[src/rtl/cpu_pkg.sv]
// ---------------------------------------------------------------------------
// cpu_pkg
//   Definitions shared by the LEGv8 single-cycle datapath blocks.
//
//   Contents:
//     ADDR_W_DEFAULT  default width of the PC and instruction address
//     INSTR_BYTES     size of one instruction in bytes (sequential PC step)
//     OP_*            11-bit opcode patterns of the supported instructions
//     OP_*_MASK       which of those 11 bits are significant (1 = compare)
//     flags_t         architectural NZVC condition flags
//     op_match()      masked opcode comparison helper for the decoder
// ---------------------------------------------------------------------------
package cpu_pkg;

    localparam int ADDR_W_DEFAULT = 64;
    localparam int INSTR_BYTES    = 4;

    // Opcodes are the top 11 bits of the instruction word. Formats with a
    // shorter opcode (B, BL, CBZ, B.cond, ADDI) carry immediate bits in the
    // remaining positions, so the mask clears them before comparing.
    localparam logic [10:0] OP_ADDI        = 11'b10010001000;
    localparam logic [10:0] OP_ADDI_MASK   = 11'b11111111110;
    localparam logic [10:0] OP_ADDS        = 11'b10101011000;
    localparam logic [10:0] OP_ADDS_MASK   = 11'b11111111111;
    localparam logic [10:0] OP_SUBS        = 11'b11101011000;
    localparam logic [10:0] OP_SUBS_MASK   = 11'b11111111111;
    localparam logic [10:0] OP_B           = 11'b00010100000;
    localparam logic [10:0] OP_B_MASK      = 11'b11111100000;
    localparam logic [10:0] OP_B_COND      = 11'b01010100000;
    localparam logic [10:0] OP_B_COND_MASK = 11'b11111111000;
    localparam logic [10:0] OP_BL          = 11'b10010100000;
    localparam logic [10:0] OP_BL_MASK     = 11'b11111100000;
    localparam logic [10:0] OP_BR          = 11'b11010110000;
    localparam logic [10:0] OP_BR_MASK     = 11'b11111111111;
    localparam logic [10:0] OP_CBZ         = 11'b10110100000;
    localparam logic [10:0] OP_CBZ_MASK    = 11'b11111111000;
    localparam logic [10:0] OP_LDUR        = 11'b11111000010;
    localparam logic [10:0] OP_LDUR_MASK   = 11'b11111111111;
    localparam logic [10:0] OP_STUR        = 11'b11111000000;
    localparam logic [10:0] OP_STUR_MASK   = 11'b11111111111;

    typedef struct packed {
        logic negative;
        logic zero;
        logic overflow;
        logic carry;
    } flags_t;

    function automatic logic op_match(input logic [10:0] op,
                                      input logic [10:0] pattern,
                                      input logic [10:0] mask);
        return (op & mask) == (pattern & mask);
    endfunction

endpackage

[src/rtl/branch_target.sv]
// ---------------------------------------------------------------------------
// branch_target
//   Combinational next-PC selection for the LEGv8 fetch path. Kept as its
//   own block so a later pipelined datapath can move it to another stage.
//
//   Ports:
//     pc             in   ADDR_W  current program counter
//     imem_data      in   32      instruction word fetched from pc
//     uncond_branch  in   1       B/BL form (imm26) when the branch is taken
//     br_taken       in   1       final taken decision from the decoder
//     br_reg         in   1       target comes from reg_target (BR)
//     reg_target     in   ADDR_W  register-file value used by BR
//     next_pc        out  ADDR_W  address of the next instruction
//
//   Selection priority:
//     not taken            -> pc + 4
//     taken, br_reg        -> reg_target with bits [1:0] cleared
//     taken, uncond_branch -> pc + sext(imm26) * 4
//     taken, otherwise     -> pc + sext(imm19) * 4   (CBZ, B.cond)
//   All additions wrap modulo 2^ADDR_W.
// ---------------------------------------------------------------------------
module branch_target
    import cpu_pkg::*;
#(
    parameter int ADDR_W = ADDR_W_DEFAULT
) (
    input  logic [ADDR_W-1:0] pc,
    input  logic [31:0]       imem_data,
    input  logic              uncond_branch,
    input  logic              br_taken,
    input  logic              br_reg,
    input  logic [ADDR_W-1:0] reg_target,
    output logic [ADDR_W-1:0] next_pc
);

    logic [ADDR_W-1:0] seq_pc;
    logic [ADDR_W-1:0] off26;
    logic [ADDR_W-1:0] off19;
    logic [ADDR_W-1:0] reg_aligned;

    // Offsets are built already shifted by two: the sign bit is replicated
    // into the upper bits and two zero bits are appended at the bottom.
    assign off26 = {{(ADDR_W-28){imem_data[25]}}, imem_data[25:0], 2'b00};
    assign off19 = {{(ADDR_W-21){imem_data[23]}}, imem_data[23:5], 2'b00};

    assign seq_pc = pc + ADDR_W'(INSTR_BYTES);

    // BR targets are forced word-aligned; a misaligned register value
    // never reaches the PC.
    assign reg_aligned = {reg_target[ADDR_W-1:2], 2'b00};

    always_comb begin
        next_pc = seq_pc;
        if (br_taken) begin
            if (br_reg) begin
                next_pc = reg_aligned;
            end else if (uncond_branch) begin
                next_pc = pc + off26;
            end else begin
                next_pc = pc + off19;
            end
        end
    end

    // Opcode bits and the discarded low bits of the register target do not
    // influence the target address.
    logic unused_bits;
    assign unused_bits = ^{imem_data[31:26], reg_target[1:0]};

endmodule

[src/rtl/fetch_unit.sv]
// ---------------------------------------------------------------------------
// fetch_unit
//   Instruction fetch and next-PC block of the single-cycle LEGv8 datapath.
//   Holds the PC, the architectural NZVC flags and a retired-instruction
//   counter; everything else is combinational from pc and imem_data.
//
//   Ports:
//     clk            in   1       rising-edge clock
//     reset          in   1       synchronous, active-high; dominates all
//     stall          in   1       hold pc, flags and retired this cycle
//     imem_addr      out  ADDR_W  instruction address (= pc)
//     imem_data      in   32      instruction word read from imem_addr
//     opcode         out  11      imem_data[31:21] for the control decoder
//     uncond_branch  in   1       decoder UncondBranch
//     br_taken       in   1       decoder final taken decision
//     br_reg         in   1       taken branch uses reg_target (BR)
//     reg_target     in   ADDR_W  register value for BR
//     set_flags      in   1       current instruction writes NZVC
//     alu_*          in   1 each  ALU flags of the current instruction
//     flag_*         out  1 each  registered NZVC
//     pc             out  ADDR_W  current PC
//     link_addr      out  ADDR_W  pc + 4, BL return address
//     retired        out  32      instructions completed since reset,
//                                 saturating at all-ones
//
//   Flow control: stall is the only qualifier. On a rising edge with
//   reset=0 and stall=0 the current instruction completes: pc takes
//   next_pc, retired increments and the flags load if set_flags=1. With
//   stall=1 all three registers hold and the outputs keep reflecting the
//   held pc. Branch controls are sampled on the same edge only, so a taken
//   branch costs no extra cycle.
// ---------------------------------------------------------------------------
module fetch_unit
    import cpu_pkg::*;
#(
    parameter int                ADDR_W   = ADDR_W_DEFAULT,
    parameter logic [ADDR_W-1:0] RESET_PC = '0
) (
    input  logic              clk,
    input  logic              reset,
    input  logic              stall,
    output logic [ADDR_W-1:0] imem_addr,
    input  logic [31:0]       imem_data,
    output logic [10:0]       opcode,
    input  logic              uncond_branch,
    input  logic              br_taken,
    input  logic              br_reg,
    input  logic [ADDR_W-1:0] reg_target,
    input  logic              set_flags,
    input  logic              alu_negative,
    input  logic              alu_zero,
    input  logic              alu_overflow,
    input  logic              alu_carry,
    output logic              flag_negative,
    output logic              flag_zero,
    output logic              flag_overflow,
    output logic              flag_carry,
    output logic [ADDR_W-1:0] pc,
    output logic [ADDR_W-1:0] link_addr,
    output logic [31:0]       retired
);

    logic [ADDR_W-1:0] pc_q;
    logic [ADDR_W-1:0] next_pc;
    flags_t            flags_q;
    flags_t            alu_flags;
    logic [31:0]       retired_q;
    logic [31:0]       retired_next;

    branch_target #(
        .ADDR_W (ADDR_W)
    ) u_branch_target (
        .pc            (pc_q),
        .imem_data     (imem_data),
        .uncond_branch (uncond_branch),
        .br_taken      (br_taken),
        .br_reg        (br_reg),
        .reg_target    (reg_target),
        .next_pc       (next_pc)
    );

    assign alu_flags = '{negative: alu_negative,
                         zero:     alu_zero,
                         overflow: alu_overflow,
                         carry:    alu_carry};

    // The counter sticks at all-ones rather than wrapping so a long run
    // never reports a misleadingly small count.
    always_comb begin
        retired_next = retired_q;
        if (retired_q != 32'hFFFF_FFFF) begin
            retired_next = retired_q + 32'd1;
        end
    end

    always_ff @(posedge clk) begin
        if (reset) begin
            pc_q      <= RESET_PC;
            flags_q   <= '0;
            retired_q <= '0;
        end else if (!stall) begin
            pc_q      <= next_pc;
            retired_q <= retired_next;
            if (set_flags) begin
                flags_q <= alu_flags;
            end
        end
    end

    assign pc            = pc_q;
    assign imem_addr     = pc_q;
    assign link_addr     = pc_q + ADDR_W'(INSTR_BYTES);
    assign opcode        = imem_data[31:21];
    assign retired       = retired_q;
    assign flag_negative = flags_q.negative;
    assign flag_zero     = flags_q.zero;
    assign flag_overflow = flags_q.overflow;
    assign flag_carry    = flags_q.carry;

endmodule

[config.mk]
export PLATFORM = sky130hd
export DESIGN_NAME = fetch_unit
export DESIGN_NICKNAME = d
export VERILOG_FILES = /design/src/rtl/cpu_pkg.sv /design/src/rtl/branch_target.sv /design/src/rtl/fetch_unit.sv
export SDC_FILE = /design/constraint.sdc
export NUM_CORES = 1
export LEC_CHECK = 0
export BUFFER_PORTS_ARGS = -buffer_cell sky130_fd_sc_hd__buf_2
export CORE_ASPECT_RATIO = 0.5
export CORE_MARGIN = 8
export CORE_UTILIZATION = 55
export CTS_CLUSTER_DIAMETER = 200
export DETAILED_ROUTE_END_ITERATION = 10
export PLACE_DENSITY = 0.83
export SLEW_MARGIN = 30
export SYNTH_ARGS = -nofsm -noshare
export SYNTH_HDL_FRONTEND = slang
export SYNTH_HIERARCHICAL = 1
export SYNTH_SLANG_ARGS = --single-unit
export TNS_END_PERCENT = 1
[constraint.sdc]
create_clock -name clk -period 5.68 [get_ports clk]
set_clock_uncertainty 0.15 [all_clocks]
set_input_delay 1.136 -clock clk [delete_from_list [all_inputs] [get_ports clk]]
set_output_delay 1.136 -clock clk [all_outputs]
set_load 0.01 [all_outputs]
==> results.json <==
{
  "static-leakage-power_nw": 6.452,
  "hold_buf_cts": 0,
  "postLayoutCellArea_um2": 14040,
  "final.setup.tns_ps": 0,
  "floorplan.die.width_um": 229.6,
  "design.final.nets": 2066,
  "synth_common_cells": "179 x nor2_1, 176 x nand2_1, 124 x a21oi_1, 113 x xnor2_1, 100 x dfxtp_1",
  "netlist_area_um2": 12550,
  "syn_to_final_growth_pct": 11.90,
  "regToRegStartpoint": "imem_addr[2]",
  "detail_route.wirelength_um": 44230,
  "total_of_fill_cells_in_the_finished_design": 2136,
  "fin_crit_ps": 5051,
  "crit_slowest_cell": "a41oi_1",
  "r2r_setup_slack_ps": 1360,
  "floorplan.core_area_um2": 22590,
  "cell_accounting_for_the_most_synthesized_area": "dfxtp_1",
  "clock_latency_on_the_worst_skew_pair_ps": 370,
  "yosysMostFrequentCell": "nor2_1",
  "max_cap_viol_count": 0,
  "netlist.area_leader.share": 0.1596,
  "hold_slack_ps": 340.6,
  "whs_path_depth": 2,
  "cts_max_path_buffers": 2,
  "r2r_cells": 13,
  "ys_ff_latch": 100,
  "std_cell_rows": 39,
  "synthesis.instances": 1693,
  "final.period_utilization": 0.8893,
  "via_count": 13770,
  "cts_repair_resize_count": 0,
  "rr_endpoint": "imem_addr[52]",
  "synthesis.area_per_instance_um2": 7.410,
  "run_status": "finished clean",
  "number_of_antenna_violations_at_the_first_check_in_global_routing": 1,
  "met3_length_um": 3694,
  "cts.sinks": 100,
  "crit_path_max_cell_delay_ps": 640,
  "timing.critical_path.cells": "buf_2 > mux2_2 > ha_1 > fa_1 > a211oi_1 > o32ai_2 > a32oi_1 > a31oi_1 > a41oi_1 > o21ai_0 > xor2_1 > mux2i_1 > a21oi_1 > mux2i_1 > nor2_1",
  "rsz0062_at_grt": "false",
  "postLayoutSetupSlackWorst_ps": 628.6,
  "globalRouteTotalUtil": 0.2929,
  "die_area_um2": 28190,
  "dpl.hpwl_um": 33970,
  "route.antenna.remaining_nets": 0,
  "drt_first_iter_violations": 1448,
  "timing.final.setup_violations": 0,
  "synth-main-ff-cell": "dfxtp_1",
  "critical_path.most_common_cell": "mux2i_1",
  "portBuffers": 331,
  "yosys.cell_types.count": 107,
  "worstSetupEndpointType": "flip-flop",
  "worst_pin_slew_ps": 982.8,
  "path_max_fanout": 4,
  "asyncSetResetFlopFracSynth": 0,
  "maxClockFrequency_mhz": 198.0,
  "timing.critical_path.from_type": "input pin",
  "global_route.overflow_total": 0,
  "syn_nets": 1865,
  "timing.hold.worst.class": "reg -> reg",
  "post_cts_buffers": 0,
  "holdCritStartpoint": "flag_zero",
  "tritoncts_clock_tree": "yes",
  "seq_area_frac_synth": 0.1596,
  "critical-path-top-delay-family": "compound AO/OA/AOI/OAI gates",
  "post_drt_via_cell_ratio": 6.239,
  "drt-wirelength-per-cell_um": 20.04,
  "floorplan.io_pins": 346,
  "drcViolationCount": 0,
  "htree_levels": 3,
  "final_layout_size_suffix_gt1_frac": 0.2306,
  "detail_route.wirelength.met1_um": 18510,
  "cts_buffers": 9,
  "grt_max_degree": 92,
  "drt-pass1-iter-count": 5,
  "cts_root_buf": "clkbuf_16",
  "preCtsSetupSlack_ps": 419.2,
  "final_number_of_max_transition_violations": 0,
  "clock_pin_slew_on_the_worst_setup_and_hold_paths_ps": 70,
  "holdPathEnd": "flag_zero",
  "initial_core_utilization": 0.5553,
  "dpl-instance-area_um2": 13740,
  "met2WireLength_um": 20530,
  "synth.top_cells.by_area": "dfxtp_1 16%, xnor2_1 7.9%, mux2i_1 6.5%",
  "arrival_ps": 5120,
  "synth_enable_flop_cells": 0,
  "fp.dieH_um": 122.8,
  "vdd_ir_drop_max_mv": 0.1581,
  "global_route_wire_length_before_repair_um": 67980,
  "first_global_vias": 12646,
  "crit_required_ps": 5750,
  "finalHoldViolations": 0,
  "critical_path_class": "in -> reg",
  "power.density_cell_area_nw_per_um2": 178.2,
  "highest_layer": "met4",
  "synth.yosys.warnings": 6,
  "relSlewSlack": 0.3432,
  "timing.critical_path.buf_inv": 1,
  "gp_congestion": 1.005,
  "p_total_mw": 2.502
}
[kinds of logic (layout without fill, tap and decap cells)]
family          count (synthesis)  count (layout)  share of synthesized area
compound gates                383             383                     0.2017
xor+xnor                      176             176                     0.1229
fa+ha+maj                      65              65                    0.06542
buf+inv                       180             386                    0.08507
flops                         100             100                     0.1596
mux                           103             103                    0.08457
other cells                     0               1                          0
simple gates                  686             686                     0.2808
[worst reg2reg max path, stage by stage, from the launching register on]
cell and delay (ps):
dfxtp_1 450, ha_1 310, fa_1 420, a211oi_1 460
o32ai_2 210, a32oi_1 280, a31oi_1 250, a41oi_1 640
o21ai_0 260, xor2_1 210, mux2i_1 200, a21oi_1 100
mux2i_1 180, nor2_1 60
[worst max-delay path by stage]
| stage | endpoint | cells past startpoint | start | slack, ps |
|---|---|---|---|---|
| after global placement | imem_addr[58] | 15 | uncond_branch | 520 |
| after global routing | imem_addr[52] | 15 | uncond_branch | 510 |
| after floorplan | imem_addr[59] | 15 | uncond_branch | 570 |
| after CTS | imem_addr[52] | 15 | uncond_branch | 810 |
| final | imem_addr[52] | 15 | uncond_branch | 630 |
| after detailed placement | imem_addr[52] | 15 | uncond_branch | 420 |
[power breakdown]
group	internal (mW)	switching (mW)	total [mW]	leakage, nW
sequential	0.736	0.122	0.858	0.816
clock	0.313	0.301	0.614	0.133
combinational	0.422	0.607	1.03	5.50
total	1.47	1.03	2.50	6.45
[state kept, by name (all words and copies together), names as in the netlist]
| name | count |
|---|---|
| flag_carry | 1 |
| imem_addr | 64 |
| retired | 32 |
| flag_zero | 1 |
| flag_negative | 1 |
| flag_overflow | 1 |
[area by class of cell]
| type | count | area [um2] | share of cell area |
|---|---|---|---|
| multi-input combinational | 1413 | 9504 | 0.6770 |
| sequential | 100 | 2002 | 0.1426 |
| timing repair buffer | 343 | 1764 | 0.1257 |
| tap | 307 | 384.1 | 0.02736 |
| clock buffer | 12 | 246.5 | 0.01756 |
| inverter | 27 | 101.3 | 0.007219 |
| clock inverter | 4 | 33.78 | 0.002406 |
| antenna | 1 | 2.502 | 0.0001783 |
[layout by cell type (no fill, tap or decap), types with 12 or more instances in the layout]
| cell | netlist | layout |
|---|---|---|
| a211oi_1 | 15 | 15 |
| a21o_1 | 28 | 28 |
| a21oi_1 | 124 | 124 |
| a31oi_1 | 13 | 13 |
| and2_1 | 12 | 12 |
| and3_1 | 29 | 29 |
| and4_1 | 19 | 19 |
| buf_2 | 8 | 329 |
| buf_4 | 79 | 13 |
| dfxtp_1 | 100 | 100 |
| ha_1 | 64 | 64 |
| inv_1 | 26 | 26 |
| mux2_2 | 19 | 19 |
| mux2i_1 | 82 | 82 |
| nand2_1 | 176 | 176 |
| nand3_1 | 70 | 70 |
| nand4_1 | 70 | 70 |
| nor2_1 | 179 | 179 |
| nor3_1 | 34 | 32 |
| nor4_1 | 16 | 14 |
| o21ai_0 | 79 | 79 |
| o21bai_1 | 12 | 12 |
| o22ai_1 | 15 | 15 |
| or3_1 | 19 | 19 |
| xnor2_1 | 113 | 113 |
| xor2_1 | 63 | 63 |
[per-stage QoR]
stage | std cells | util
6_report | 2207 | 0.6214
5_1_grt | 2207 | 0.6214
4_1_cts | 2206 | 0.6205
3_5_place_dp | 2190 | 0.6081
3_3_place_gp | 2190 | 0.6076
2_1_floorplan | 1693 | -
[per-layer routing]
| layer | vias up | global-route usage |
|---|---|---|
| met1 | 6431 | 0.3689 |
| met5 | - | 0 |
| met4 | 0 | 0.1241 |
| met2 | 716 | 0.4993 |
| met3 | 98 | 0.04661 |
| li1 | 6525 | - |
Power figures use the tool's default switching activity.
